<file path="src/rtl/pc_ir.sv">
// Program counter and instruction register stage for mycpu, with a valid-qualified fetch stall.
// Optional return-address link register enabled by defining MYCPU_PCIR_LINK_EN.
module pc_ir #(
  parameter logic [15:0] RESET_PC = 16'h0000
) (
  input  logic        clk,
  input  logic        rst_n,
  input  logic        il_in,
  input  logic [1:0]  ps_in,
  input  logic        mm_in,
  input  logic [15:0] bus_a_in,
  input  logic [15:0] mem_rdata_in,
  input  logic        mem_valid_in,
  output logic [15:0] addr_out,
  output logic [15:0] ins_out,
  output logic [15:0] pc_out,
  output logic        stall_out,
  output logic [15:0] link_out
);

  localparam int unsigned W = 16;

  localparam logic [0:0] IDLE = 1'b0;
  localparam logic [0:0] WAIT = 1'b1;

  localparam logic [1:0] PS_HOLD = 2'b00;
  localparam logic [1:0] PS_INC  = 2'b01;
  localparam logic [1:0] PS_BR   = 2'b10;
  localparam logic [1:0] PS_JMP  = 2'b11;

  logic [0:0]   state_q, state_d;
  logic [W-1:0] pc_q, pc_d;
  logic [W-1:0] ir_q, ir_d;
  logic [W-1:0] br_off;

  // Branch offset always taken from the registered IR, never the incoming word
  assign br_off = {{(W-6){ir_q[8]}}, ir_q[8:6], ir_q[2:0]};

  always_ff @(posedge clk or negedge rst_n) begin
    if (!rst_n) begin
      state_q <= IDLE;
      pc_q    <= RESET_PC;
      ir_q    <= '0;
    end else begin
      state_q <= state_d;
      pc_q    <= pc_d;
      ir_q    <= ir_d;
    end
  end

  always_comb begin
    state_d = state_q;
    pc_d    = pc_q;
    ir_d    = ir_q;
    case (state_q)
      IDLE: begin
        if (il_in) begin
          if (mem_valid_in) ir_d = mem_rdata_in;
          else              state_d = WAIT;
        end
        case (ps_in)
          PS_HOLD: pc_d = pc_q;
          PS_INC:  pc_d = W'(pc_q + W'(1));
          PS_BR:   pc_d = W'(pc_q + br_off);
          PS_JMP:  pc_d = bus_a_in;
          default: pc_d = pc_q;
        endcase
      end
      WAIT: begin
        if (mem_valid_in) begin
          ir_d    = mem_rdata_in;
          state_d = IDLE;
        end
      end
      default: state_d = IDLE;
    endcase
  end

`ifdef MYCPU_PCIR_LINK_EN
  logic [W-1:0] link_q;

  // Return address captured on every accepted jump
  always_ff @(posedge clk or negedge rst_n) begin
    if (!rst_n) begin
      link_q <= '0;
    end else if (state_q == IDLE && ps_in == PS_JMP) begin
      link_q <= W'(pc_q + W'(1));
    end
  end

  assign link_out = link_q;
`else
  assign link_out = '0;
`endif

  assign stall_out = (state_q == WAIT);
  assign addr_out  = mm_in ? bus_a_in : pc_q;
  assign ins_out   = ir_q;
  assign pc_out    = pc_q;

endmodule
</file>
<file path="config.mk">
export PLATFORM = sky130hd
export DESIGN_NAME = pc_ir
export DESIGN_NICKNAME = d
export VERILOG_FILES = /design/src/rtl/pc_ir.sv
export SDC_FILE = /design/constraint.sdc
export NUM_CORES = 1
export LEC_CHECK = 0
export ABC_AREA = 1
export CORE_ASPECT_RATIO = 0.5
export CORE_MARGIN = 2
export CORE_UTILIZATION = 38
export CTS_CLUSTER_SIZE = 30
export DETAILED_ROUTE_END_ITERATION = 10
export PLACE_DENSITY = 0.81
export SLEW_MARGIN = 20
export SYNTH_ARGS = -nofsm -noshare
export SYNTH_HDL_FRONTEND = slang
export SYNTH_SLANG_ARGS = --single-unit
</file>
<file path="constraint.sdc">
create_clock -name clk -period 4.25 [get_ports clk]
set_input_delay 0.85 -clock clk [delete_from_list [all_inputs] [get_ports clk]]
set_output_delay 0.85 -clock clk [all_outputs]
set_load 0.01 [all_outputs]
</file>
==> results_dict.tcl <==
set metrics [dict create \
    timing_max_transition_violations_final 0 \
    gr-usage-met2_pct 34.6 \
    groute.layer.met1.usage_pct 27.8 \
    static-leakage-power_nw 1.69 \
    critical_path_endpoint_category "register" \
    drt_drc_violations_left 0 \
    top_cell_types_by_occurrence_after_synthesis "sky130_fd_sc_hd__nand2_1, sky130_fd_sc_hd__inv_1, sky130_fd_sc_hd__nor2_1, sky130_fd_sc_hd__dfrtp_1, sky130_fd_sc_hd__o21ai_0" \
    synthFlopType "sky130_fd_sc_hd__dfrtp_1" \
    finalWorstPathRequiredPeriod_ns 3.29 \
    ant_nets 0 \
    cts_repair_resize_count 0 \
    timing.critical_path.fanout_max 9 \
    routed_vias_inst 5.02 \
    gp_congestion 0.917 \
    cts_tree "done" \
    rows 20 \
    fmax_ghz 0.304 \
    async_flop_share_pct 100 \
    fin_skew_ns 0.00606 \
    powerDensity_nw_per_um2 468 \
    drtIter0Drc 184 \
    placement.io_buffers 87 \
    hpwlAfterDp_microns 5420 \
    cap_viol_max_count 0 \
    routed_wirelength_microns 7330 \
    core-area_sq_um 6230 \
    timing_hold_violations_final 0 \
    finish.cell_count_without_fillers 528 \
    firstDrtPassIters 6 \
    cts.hold.buffers_added 0 \
    busiest_layer "met2" \
    fp.dieH_microns 61.5 \
    cts_root_buffer "sky130_fd_sc_hd__clkbuf_16" \
    clkSinkCount 33 \
    timing.final.crit_share_pct 77.3 \
    worst_hold_startpoint "ins_out[11]" \
    synth_top_cell_area_share_pct 32.9 \
    post_synth.cell_area_avg_sq_um 7.11 \
    ir_drop_mv 0.198 \
    grt_pass1_wl_microns 11800 \
    synth.yosys.warnings 0 \
    grt_start_max_net_pins 34 \
    finish.utilization_pct 57.5 \
    first_global_vias 2426 \
    totalNegativeSetupSlack_ns 0 \
    status "finished clean" \
    synth_sequential_area_ratio_pct 32.9 \
    cts_buffers 5 \
    global_route.overflow_total 0 \
    clk_pin_slew_worst_paths_ns 0.06 \
    antenna-diode-count 0 \
    layout-area-overhead-vs-synth_pct 42.7 \
    starting_utilization_of_the_core_area_pct 40.3 \
    met3_usage_pct 2.96 \
    clk-insertion-delay-late_ns 0.28 \
    placedCellCount 520 \
    design.die.area_sq_um 7310 \
    path_class "in -> reg" \
    synth_seq_cells 33 \
    hold-worst-slack_ns 0.499 \
    slew-limit-headroom_pct 37.8 \
    arrival_ns 3.46 \
    syn-cell-area_sq_um 2510 \
    yosysMostFrequentCell "sky130_fd_sc_hd__nand2_1" \
    reg2reg_from "ins_out[0]" \
    antenna_found_initial 0 \
    die-width_microns 119 \
    number_of_buffers_between_clock_root_and_the_deepest_sink 2 \
    critical_path_startpoint_category "primary input" \
    ys_top_cells_by_area "sky130_fd_sc_hd__dfrtp_1, sky130_fd_sc_hd__nand2_1, sky130_fd_sc_hd__o21ai_0, sky130_fd_sc_hd__buf_4, sky130_fd_sc_hd__inv_1" \
    post-cts-setup-buffers 0 \
    required_ns 4.42 \
    hold_path.class "reg -> reg" \
    avgRoutedWirePerCell_microns 13.9 \
    h-tree-depth 2 \
    worst_pin_slew_ns 0.933 \
    groute.usage.overall_pct 20.4 \
    synthesis.instances 353 \
    finalNetCount 484 \
    grt_setup_unrepaired "false" \
    drive_gt1_share_pct 10.2 \
    num_io_pins 104 \
    totalPowerFinal_mw 1.68 \
    timing.critical_path.from "ps_in[0]" \
    routed-via-count 2648 \
    number_of_library_cell_types_mapped_by_synthesis 33 \
    synth_edf_count 0 \
    synth_top_cell_by_area "sky130_fd_sc_hd__dfrtp_1" \
    finalSetupViolations 0 \
]
-- logic make-up after synthesis --
group                      synth area share [%]
DFF                                        32.9
buffers and inverters                      13.4
AOI/OAI and AO/OA                          14.7
other                                     0.149
muxes                                      4.94
and+or+nand+nor                            28.6
xor gates and xnor gates                   2.09
adders and majority gates                  3.29
-- worst paths after layout --
kind	endpoint	slack [ns]	cells after the start
max	pc_out[12]	0.96	18
min	ins_out[11]	0.50	1
max reg2reg	pc_out[12]	1.94	15
min reg2reg	ins_out[11]	0.50	1
max in group asynchronous	pc_out[9]	2.93	2
min in group asynchronous	pc_out[3]	1.00	2
-- metal layers --
layer / share of wire, % / vias to the layer above
met4: 1.2 / 0
met5: 0 / -
met1: 45 / 1230
met3: 6.4 / 11
li1: - / 1302
met2: 48 / 105
-- through the flow --
step	area [sq um]	setup WS (ns)
after floorplan	2570	1.41
after detailed placement	3410	0.715
final	3580	0.963
after global routing	3580	0.728
after CTS	3580	0.988
after global placement	3410	0.782
-- critical path, stage by stage --
cell and delay (ns):
sky130_fd_sc_hd__clkdlybuf4s50_1 0.45, sky130_fd_sc_hd__inv_2 0.18, sky130_fd_sc_hd__nand2_1 0.15, sky130_fd_sc_hd__or2_2 0.31, sky130_fd_sc_hd__ha_1 0.22, sky130_fd_sc_hd__fa_1 0.41, sky130_fd_sc_hd__nand3_1 0.10, sky130_fd_sc_hd__nand2_1 0.07
sky130_fd_sc_hd__nand2_1 0.12, sky130_fd_sc_hd__nand2_1 0.07, sky130_fd_sc_hd__nand3_1 0.08, sky130_fd_sc_hd__nand2_1 0.07, sky130_fd_sc_hd__nand2_1 0.09, sky130_fd_sc_hd__nand2_1 0.05, sky130_fd_sc_hd__nand2_1 0.07, sky130_fd_sc_hd__nand3_1 0.06
sky130_fd_sc_hd__nand2_1 0.07, sky130_fd_sc_hd__nand2_1 0.04
-- area by class of cell --
| cell class | count | area (sq um) |
|---|---|---|
| clock buffer | 6 | 139 |
| inverter | 41 | 154 |
| clock inverter | 2 | 37.5 |
| tap | 88 | 110 |
| sequential | 33 | 826 |
| fill | 566 | 2650 |
| timing repair buffer | 92 | 908 |
| multi-input combinational | 266 | 1410 |
-- flip-flops by register name, summed over array words and instances, names as in the netlist --
name and flops:
ins_out 16, pc_out 16, stall_out 1
-- power breakdown --
part / internal, mW / switching [mW] / total [mW]
clock: 0.292 / 0.138 / 0.431
sequential: 0.387 / 0.0847 / 0.472
combinational: 0.369 / 0.405 / 0.774
-- placed cells by master, fill, tap and decap left out, drive strengths merged, types with 3 or more instances in the layout --
master         count
o211ai             3
nor2              38
nand3             24
dfrtp             33
xor2               4
nand2             93
o22ai              7
a41oi              4
clkdlybuf4s50     87
clkbuf             6
a21oi             13
nand4              6
conb              16
ha                 5
inv               40
mux2              11
buf                5
o21ai             32
(Power assumes the default switching activity.)
==> patch 1: new RTL, config.mk and constraints unchanged <==
The option `MYCPU_PCIR_LINK_EN` is turned on by a define.
--- a/src/rtl/pc_ir.sv
+++ b/src/rtl/pc_ir.sv
@@ -1,5 +1,7 @@
 // Program counter and instruction register stage for mycpu, with a valid-qualified fetch stall.
 // Optional return-address link register enabled by defining MYCPU_PCIR_LINK_EN.
+`define MYCPU_PCIR_LINK_EN
+
 module pc_ir #(
   parameter logic [15:0] RESET_PC = 16'h0000
 ) (
Behaviour: not the same (Yosys sat finds a counterexample within 4 cycles, from zero or initial values and one cycle with rst_n low).
==> patch 1 against the unedited design <==
Synthesized area grew 42%; first-iteration DRC count grew 110%; power grew 41%; final cell count grew 39%; routed wire length grew 42%; worst setup slack gained 57 ps; sequential cell count grew 16; count of clock-buffer cells in the layout is the same; final area grew 35%; critical path type is now in2out; highest routed layer unchanged.
==> patch 1: results (changes against the unedited design) <==
* 1st-iter DRT viols at 391 (was 184)
* Worst path max stage delay at 590 ps (was 450 ps)
* # nets final at 672 (was 484)
* Hold Crit Start: link_out[2] (was ins_out[11])
* Register area share after synthesis at 34.5% (was 32.9%)
* FF-to-FF Start: ins_out[8] (was ins_out[0])
* Lkg Pwr at 2.39 nW (was 1.69 nW)
* First-pass GRT wire length at 17300 µm (was 11800 µm)
* Max VDD drop at 0.186 mV (was 0.198 mV)
* Filler cell count at 849 (was 566)
* Clk_skew at 5.28 ps (was 6.06 ps)
* Hold path depth at 2 (was 1)
* Status: completed (unchanged)
* CP most frequent cell: clkdlybuf4s50_1 (was nand2_1)
* Largest net degree at the start of global routing at 50 (was 34)
* DRT Pass-1 Iters at 7 (was 6)
* Placed inst area at 0.00468 mm² (was 0.00341 mm²)
* Place WS at 1030 ps (was 715 ps)
* Tot GR Track Use at 21.2% (was 20.4%)
* Fin Hold WS at 482 ps (was 499 ps)
* Max FO, Critical Path at 32 (was 9)
* Synth area leaders: dfrtp_1 34%, nand2_1 18%, inv_1 7.4% (was dfrtp_1 33%, nand2_1 12%, o21ai_0 6.0%)
* R2r worst-path depth at 10 (was 15)
* Total length of routed wires at 10400 µm (was 7330 µm)
* Hpwl dp at 8000 µm (was 5420 µm)
* Share of cells above drive strength 1 at 6.82% (was 10.2%)
## patch 1: cell count changes in the layout (fill, tap and decap cells not counted), sizes merged, moves of 6 or more
cell,delta
a21oi,+21
nand2,+80
ha,+11
xor2,+6
conb,-16
o22ai,-7
dfrtp,+16
clkdlybuf4s50,+15
nand3,+13
inv,+35
## patch 1: final cells by class
cell class	count	area (µm²)	share of cell area, %
Clock buffer	6	139	2.88
Multi-Input combinational cell	380	1980	41.1
Inverter	75	282	5.83
Clock inverter	1	7.51	0.156
Timing Repair Buffer	105	1040	21.6
Sequential cell	49	1230	25.4
Tap cell	117	146	3.03
## patch 1: metrics by stage
stage,utilization [%],instances
2_1_floorplan,-,515
3_3_place_gp,52.6,726
3_5_place_dp,52.6,726
4_1_cts,54.3,733
5_1_grt,54.3,733
6_report,54.3,733
## patch 1: critical path: cells and delay by family
family	cells	cell delay, ps
compound gates	1	80
buf+inv	3	1340
simple gates	1	100
## patch 1: routing by layer
layer | GRT usage [%] | routed length, µm | vias up
li1 | - | - | 1846
met1 | 28.4 | 4720 | 1700
met2 | 35.9 | 4870 | 125
met3 | 4.95 | 747 | 8
met4 | 3.67 | 70 | 0
met5 | 0 | 0 | -
## patch 1: cell families (layout without fill, tap and decap cells)
family          count (synthesis)  after routing  share of synthesized area (%)
simple gates                  265            265                           31.0
buf+inv                        86            187                           9.77
compound gates                 73             73                           11.3
flops                          49             49                           34.5
fa+ha+maj                      17             17                           6.19
mux                            15             15                           4.75
xor+xnor                       10             10                           2.46
## patch 1: power by group
part           switching [mW]  leakage (nW)  total (mW)  internal [mW]
logic                   0.684          1.75        1.25          0.563
clock network           0.173        0.0690       0.404          0.231
registers               0.137         0.574       0.716          0.579
## patch 1: worst max-delay path by stage
stage                      from            to  slack (ps)  depth (start not counted)
final                     mm_in   addr_out[1]        1020                          5
after CTS                 mm_in   addr_out[1]        1020                          5
after floorplan           mm_in  addr_out[11]        2080                          2
after global placement    mm_in   addr_out[5]        1050                          5
after global routing      mm_in   addr_out[1]         920                          5
after detailed placement  mm_in   addr_out[5]        1030                          5
==> patch 2: new RTL, same flow settings <==
Made on the original files. `ir_q` no longer has a reset.
--- a/src/rtl/pc_ir.sv
+++ b/src/rtl/pc_ir.sv
@@ -40,12 +40,14 @@
     if (!rst_n) begin
       state_q <= IDLE;
       pc_q    <= RESET_PC;
-      ir_q    <= '0;
     end else begin
       state_q <= state_d;
       pc_q    <= pc_d;
-      ir_q    <= ir_d;
     end
+  end
+
+  always_ff @(posedge clk) begin
+    ir_q <= ir_d;
   end
 
   always_comb begin
Formal check against the unedited RTL: not equivalent (a bounded check fails within 4 cycles, from zero or initial values and one cycle with rst_n low).
==> patch 2 against the unedited design <==
Synthesized area shrank 4.4%; worst hold slack gained 63 ps; routed wire length is 7.2% lower; sequential cell count did not move; final area fell by 3.8%; worst setup slack lost 180 ps; power down 11%; via count down 6.7%; die area decreased by 4.2%; critical path type unchanged; largest cell class unchanged; highest routed layer unchanged.
==> patch 2: results (changes against the unedited design) <==
* Status: completed (unchanged)
* Placed inst area at 0.00328 mm² (was 0.00341 mm²)
* Synth Area in XOR/XNOR at 2.19% (was 2.09%)
* Filler cell count at 574 (was 566)
* Post-synth EDFFs at 16 (was 0)
* Buffer share of cell area at 26.1% (was 25.4%)
* Hpwl dp at 5040 µm (was 5420 µm)
* Multiplexer area fraction after synthesis at 0% (was 4.94%)
* # nets final at 463 (was 484)
* Fin Hold WS at 562 ps (was 499 ps)
* Max VDD drop at 0.280 mV (was 0.198 mV)
* Period Utilization, post-route at 81.6% (was 77.3%)
* Multi-input combinational cell area at 0.00121 mm² (was 0.00141 mm²)
* FF-to-FF Start: ins_out[0] (unchanged)
* Measured slew at the worst slew-check pin at 903 ps (was 933 ps)
* Flop-to-flop setup slack at 1860 ps (was 1940 ps)
* Comb_multi_in at 247 (was 266)
* Crit path from: ps_in[1] (was ps_in[0])
* Yosys top cell area share at 20.0% (was 32.9%)
* Clk pwr at 0.421 mW (was 0.431 mW)
* Critical Path AT at 3640 ps (was 3460 ps)
* Worst Hold End: pc_out[15] (was ins_out[11])
* Clock buffer count at 5 (was 6)
* Tot GR Track Use at 20.0% (was 20.4%)
* Place WS at 565 ps (was 715 ps)
* Switch share at 35.6% (was 37.4%)
* Number of global-route vias before repair at 2278 (was 2426)
* Hold Crit Start: pc_out[15] (was ins_out[11])
* Async S/R FF share, synth at 51.5% (was 100%)
* Combinational power at 0.614 mW (was 0.774 mW)
* Lkg Pwr at 1.57 nW (was 1.69 nW)
* Nonclk buf count at 91 (was 92)
* Clk_skew at 7.46 ps (was 6.06 ps)
* First-pass GRT wire length at 10800 µm (was 11800 µm)
* Max FO, Critical Path at 8 (was 9)
* DRT Pass-1 Iters at 4 (was 6)
* 1st-iter DRT viols at 92 (was 184)
* Largest net degree at the start of global routing at 33 (was 34)
* H-tree depth at 2 (unchanged)
* Slowest cell on crit path: clkdlybuf4s50_1 (unchanged)
* Post-synthesis compound-gate area fraction at 14.2% (was 14.7%)
* Synth area leaders: edfxtp_1 20%, dfrtp_1 18%, nand2_1 13% (was dfrtp_1 33%, nand2_1 12%, o21ai_0 6.0%)
* Worst path max stage delay at 680 ps (was 450 ps)
* Inverters at 40 (was 41)
* FF/Latch Area at 906 µm² (was 826 µm²)
* P per Cell Area at 431 mW/mm² (was 468 mW/mm²)
* Hold path depth at 2 (was 1)
* Vias per inst at 4.87 (was 5.02)
* Initial antenna violation count at 0 (unchanged)
* DR WL/cell at 13.4 µm (was 13.9 µm)
* Final clock-cell share at 4.97% (was 4.92%)
## patch 2: cell types whose count changed in the layout (fill, tap and decap cells not counted), moves of 4 or more
cell,delta
a21oi_1,-5
dfrtp_1,-16
edfxtp_1,+16
mux2_2,-11
nand2_1,+4
nand2_2,-6
## patch 2: per-stage QoR
stage | instances | total power, mW
5_1_grt | 507 | 1.58
4_1_cts | 507 | 1.49
6_report | 507 | 1.49
2_1_floorplan | 346 | 0.793
3_5_place_dp | 499 | 1.06
3_3_place_gp | 499 | 1.06
## patch 2: per-layer routing
| layer | up-vias | track usage (%) | part of all wire [%] |
|---|---|---|---|
| li1 | 1236 | - | - |
| met1 | 1134 | 26.0 | 44 |
| met2 | 96 | 33.7 | 48 |
| met3 | 4 | 5.17 | 7.6 |
| met4 | 0 | 4.93 | 0.60 |
| met5 | - | 0 | 0 |
